$ cat config.mk
export PLATFORM = sky130hd
export DESIGN_NAME = product_accumulator
export DESIGN_NICKNAME = d
export VERILOG_FILES = /design/src/rtl/product_accumulator.sv
export SDC_FILE = /design/constraint.sdc
export NUM_CORES = 1
export LEC_CHECK = 0
export CAP_MARGIN = 20
export CORE_MARGIN = 5
export CORE_UTILIZATION = 59
export CTS_CLUSTER_DIAMETER = 40
export CTS_CLUSTER_SIZE = 8
export DETAILED_ROUTE_END_ITERATION = 6
export PLACE_DENSITY_LB_ADDON = 0.05
export SETUP_SLACK_MARGIN = 0.2
export SLEW_MARGIN = 30
export SYNTH_ARGS = -nofsm -noshare
export SYNTH_HDL_FRONTEND = slang
export SYNTH_SLANG_ARGS = --single-unit
$ cat constraint.sdc
create_clock -name clk -period 7.9 [get_ports clk]
set_clock_uncertainty 0.15 [all_clocks]
set_input_delay 0.79 -clock clk [delete_from_list [all_inputs] [get_ports clk]]
set_output_delay 0.79 -clock clk [all_outputs]
set_load 0.05 [all_outputs]
$ cat src/rtl/product_accumulator.sv
// Dot-product accumulator: sums a vector of unsigned product beats and presents
// the sum, beat count and sticky overflow on a valid/ready result port.
// Optional feature macro ACC_SATURATE_EN: clamp the sum instead of wrapping.
module product_accumulator #(
  parameter int unsigned PRODUCT_WIDTH = 16,
  parameter int unsigned ACC_WIDTH     = 40,
  parameter int unsigned MAX_LEN       = 64,
  localparam int unsigned COUNT_WIDTH  = $clog2(MAX_LEN + 1)
) (
  input  logic                     clk,
  input  logic                     reset,
  input  logic                     in_valid,
  input  logic [PRODUCT_WIDTH-1:0] in_data,
  input  logic                     in_last,
  output logic                     in_ready,
  output logic                     out_valid,
  input  logic                     out_ready,
  output logic [ACC_WIDTH-1:0]     out_data,
  output logic [COUNT_WIDTH-1:0]   out_count,
  output logic                     out_overflow
);

  localparam int unsigned SUM_WIDTH = ACC_WIDTH + 1;

  typedef enum logic {
    ACCUM = 1'b0,
    HOLD  = 1'b1
  } state_t;

  state_t                 state_q, state_d;
  logic [ACC_WIDTH-1:0]   acc_q, acc_d;
  logic [COUNT_WIDTH-1:0] count_q, count_d;
  logic                   ovf_q, ovf_d;
  logic [ACC_WIDTH-1:0]   res_data_d;
  logic [COUNT_WIDTH-1:0] res_count_d;
  logic                   res_ovf_d;
  logic [SUM_WIDTH-1:0]   sum;
  logic [COUNT_WIDTH-1:0] count_inc;

  // Handshake flags come only from the state register (and reset), never from the peer.
  assign in_ready  = (state_q == ACCUM) && !reset;
  assign out_valid = (state_q == HOLD);

  // State, running sum and result registers.
  always_ff @(posedge clk or posedge reset) begin
    if (reset) begin
      state_q      <= ACCUM;
      acc_q        <= '0;
      count_q      <= '0;
      ovf_q        <= 1'b0;
      out_data     <= '0;
      out_count    <= '0;
      out_overflow <= 1'b0;
    end else begin
      state_q      <= state_d;
      acc_q        <= acc_d;
      count_q      <= count_d;
      ovf_q        <= ovf_d;
      out_data     <= res_data_d;
      out_count    <= res_count_d;
      out_overflow <= res_ovf_d;
    end
  end

  // Next-state and datapath update.
  always_comb begin
    state_d     = state_q;
    acc_d       = acc_q;
    count_d     = count_q;
    ovf_d       = ovf_q;
    res_data_d  = out_data;
    res_count_d = out_count;
    res_ovf_d   = out_overflow;
    sum         = {1'b0, acc_q} + SUM_WIDTH'(in_data);
    count_inc   = count_q + COUNT_WIDTH'(1);

    case (state_q)
      ACCUM: begin
        if (in_valid) begin
          acc_d   = sum[ACC_WIDTH-1:0];
          ovf_d   = ovf_q | sum[ACC_WIDTH];
`ifdef ACC_SATURATE_EN
          // Once a carry has occurred the sum stays pinned at full scale.
          if (ovf_d) acc_d = '1;
`endif
          count_d = count_inc;
          if (in_last || (count_inc == COUNT_WIDTH'(MAX_LEN))) begin
            state_d     = HOLD;
            res_data_d  = acc_d;
            res_count_d = count_inc;
            res_ovf_d   = ovf_d;
          end
        end
      end
      HOLD: begin
        if (out_ready) begin
          state_d = ACCUM;
          acc_d   = '0;
          count_d = '0;
          ovf_d   = 1'b0;
        end
      end
      default: state_d = ACCUM;
    endcase
  end

endmodule

==> results_dict.tcl <==
set metrics [dict create \
    clock_latency_ns 0.35 \
    cap_violations 0 \
    post_cts_buffers 0 \
    layout_commonest_cell "dfrtp_1" \
    tns_ns 0 \
    worst-path-max-fanout 45 \
    clockBufferDepth 2 \
    critPathKind "in2reg" \
    pwr-share-clk 0.154 \
    power_leakage_nw 2.629 \
    rsz0062_at_grt "no" \
    num_antenna_cells 0 \
    vias 4191 \
    path_buf_inv 3 \
    cts_tree "yes" \
    viasPerCell 5.987 \
    switching_power_uw 930.1 \
    cp.required_ns 7.99 \
    drtIter0Drc 251 \
    cts_inserted_buffers 9 \
    synthCells 528 \
    combPwrFrac 0.507 \
    synth_fp_nets 567 \
    yosys_warnings 0 \
    n_fill_cell 661 \
    timing.critical_path.mode_cell "buf_4" \
    ioPinCount 71 \
    hold_viol 0 \
    end_kind "flop" \
    crit_chain "clkdlybuf4s50_1 > nor2b_2 > buf_4 > o2111ai_1 > o21ai_4 > buf_4 > mux2_2" \
    fmax_mhz 268.9 \
    start_util 0.6000 \
    peakVddDrop_uv 258.1 \
    fp.coreArea_sq_mm 0.008636 \
    grt_pass1_vias 4156 \
    grt_max_degree 68 \
    multi_input_area_sq_mm 0.002613 \
    antenna_found_initial 0 \
    cts_sinks 97 \
    fin_crit_ns 3.719 \
    final.period_utilization 0.4708 \
    setup_viol 0 \
    swShare 0.4432 \
    post_cts_resized 0 \
    post_drt_wl_per_cell_microns 16.66 \
    final_antenna_net_count 0 \
    arrival_ns 3.81 \
    async_reset_ff_frac 1.000 \
    io_buffers 70 \
    syn-cell-area_sq_mm 0.005181 \
    drive_above_1_share 0.08108 \
    outcome "finished, final reports clean" \
    ys.flop_type "dfrtp_1" \
    nNetsFinal 626 \
    startpoint_type "input pin" \
    p_int_mw 1.168 \
    dp_hpwl_microns 7944 \
    worst_pin_slew_ns 0.9850 \
    std_cell_rows 34 \
    grtUsageTotal 0.2258 \
    ys_ff_latch 97 \
    p_seq_frac 0.339 \
    crit_family "buffers and inverters" \
    netlist-cell-type-count 56 \
    path_clk_slew_ns 0.09 \
    drc 0 \
    finalCoreUtilization 0.7117 \
    avgSynthCellArea_sq_um 9.813 \
    wl_microns 11660 \
    syn_to_final_growth_pct 18.62 \
    place_congestion 0.8807 \
    regArea_sq_mm 0.002427 \
    cts_root_buffer "clkbuf_8" \
    layout_common_cells "dfrtp_1, clkdlybuf4s50_1, a21oi_1" \
    crit_path_max_incr_delay_ns 0.72 \
    hold_path_class "reg2reg" \
    cts_max_level 3 \
    gr-total-overflow 0 \
    drt_pass1_iterations 4 \
    grt_pass1_wl_microns 20500 \
    crit_slowest_cell "o21ai_4" \
    drv_slew 0 \
    timing.slew.headroom 0.3419 \
    die_h_microns 103.7 \
    power_density_mw_per_mm2 341.5 \
    ys_seq_area_frac 0.4685 \
    synth_edf_count 0 \
    die_area_sq_mm 0.01076 \
    die_x_microns 103.7 \
    cts_hold_buf 0 \
]
==> worst reg2reg max path, cell delays in order (launching register included) <==
cell       delay (ns)
dfrtp_1          0.47
nor2b_2          0.14
buf_4            0.41
o2111ai_1        0.33
o21ai_4          0.72
buf_4            0.53
mux2_2           0.40
==> cell usage after synthesis (4+ instances only) <==
cell type,count,area [sq um]
xor2_1,20,175.2
dfrtp_1,97,2427
mux2_2,12,135.1
and3_1,11,68.82
nand4_1,4,25.02
nor2_1,45,168.9
ha_1,17,212.7
a22o_1,16,140.1
a21o_1,8,60.06
a31oi_1,14,87.58
nor3_1,6,30.03
a21oi_1,59,295.3
inv_1,10,37.54
xnor2_1,23,201.4
clkbuf_1,13,48.80
o31ai_1,9,67.56
nand3_1,13,65.06
nand2_1,42,157.7
o21a_1,6,45.04
and4_1,5,43.79
buf_2,10,50.05
o21ai_0,37,185.2
==> metrics by stage <==
stage / std cells / setup WS (ns) / hold slack (ns) / total power, mW / instance area (sq um)
after global placement: 684 / 3.916 / 0.3138 / 1.758 / 5946
after global routing: 700 / 3.942 / 0.3857 / 2.236 / 6146
final: 700 / 4.181 / 0.3455 / 2.099 / 6146
after detailed placement: 684 / 3.785 / 0.3242 / 1.782 / 5946
after floorplan: 528 / 4.426 / 0.2992 / 1.477 / 5181
after CTS: 700 / 4.147 / 0.3445 / 2.109 / 6142
==> kinds of logic (layout without fill, tap and decap cells) <==
family / after synthesis / after routing / synth area share
muxes: 14 / 14 / 0.03091
DFF: 97 / 97 / 0.4685
AOI/OAI and AO/OA: 178 / 178 / 0.2176
and+or+nand+nor: 142 / 142 / 0.1340
xor gates and xnor gates: 43 / 43 / 0.07269
adders and majority gates: 18 / 18 / 0.04492
buffers and inverters: 36 / 100 / 0.03139
==> layout make-up <==
cell class                      instances  share of cell area
Multi-Input combinational cell        395              0.4251
Sequential cell                        97              0.3950
Timing Repair Buffer                   74              0.1195
Clock buffer                           11             0.02300
Tap cell                              108             0.02199
Clock inverter                          5            0.008958
Inverter                               10            0.006515
==> sequential cells by signal, indices dropped and copies added (netlist names) <==
signal and count:
acc_q 40, count_q 7, out_count 7, out_data 40
out_overflow 1, out_valid 1, ovf_q 1
==> final timing paths <==
| kind | slack, ns | endpoint | startpoint | cells after the start |
|---|---|---|---|---|
| min | 0.35 | ovf_q | ovf_q | 2 |
| max | 4.18 | out_count[1] | in_valid | 7 |
| min in group asynchronous | 0.66 | acc_q[19] | reset | 2 |
| min reg2reg | 0.35 | ovf_q | ovf_q | 2 |
| max in group asynchronous | 6.00 | out_data[0] | reset | 3 |
| max reg2reg | 4.64 | out_count[1] | out_valid | 6 |
==> power groups by stage <==
stage	Clock [mW]	Combinational (mW)	Sequential, mW
6_report	0.324	1.06	0.711
5_1_grt	0.357	1.15	0.730
4_1_cts	0.332	1.07	0.712
3_5_place_dp	0	1.06	0.721
3_3_place_gp	0	1.04	0.717
2_1_floorplan	0	0.494	0.983
==> layer usage <==
layer / part of all wire / wire length (microns) / track usage
met1: 0.47 / 5486 / 0.3388
met2: 0.46 / 5346 / 0.3356
met3: 0.059 / 691 / 0.04913
met4: 0.011 / 133 / 0.05273
met5: 0 / 0 / 0
No activity file was read; power rests on OpenSTA's default activity.
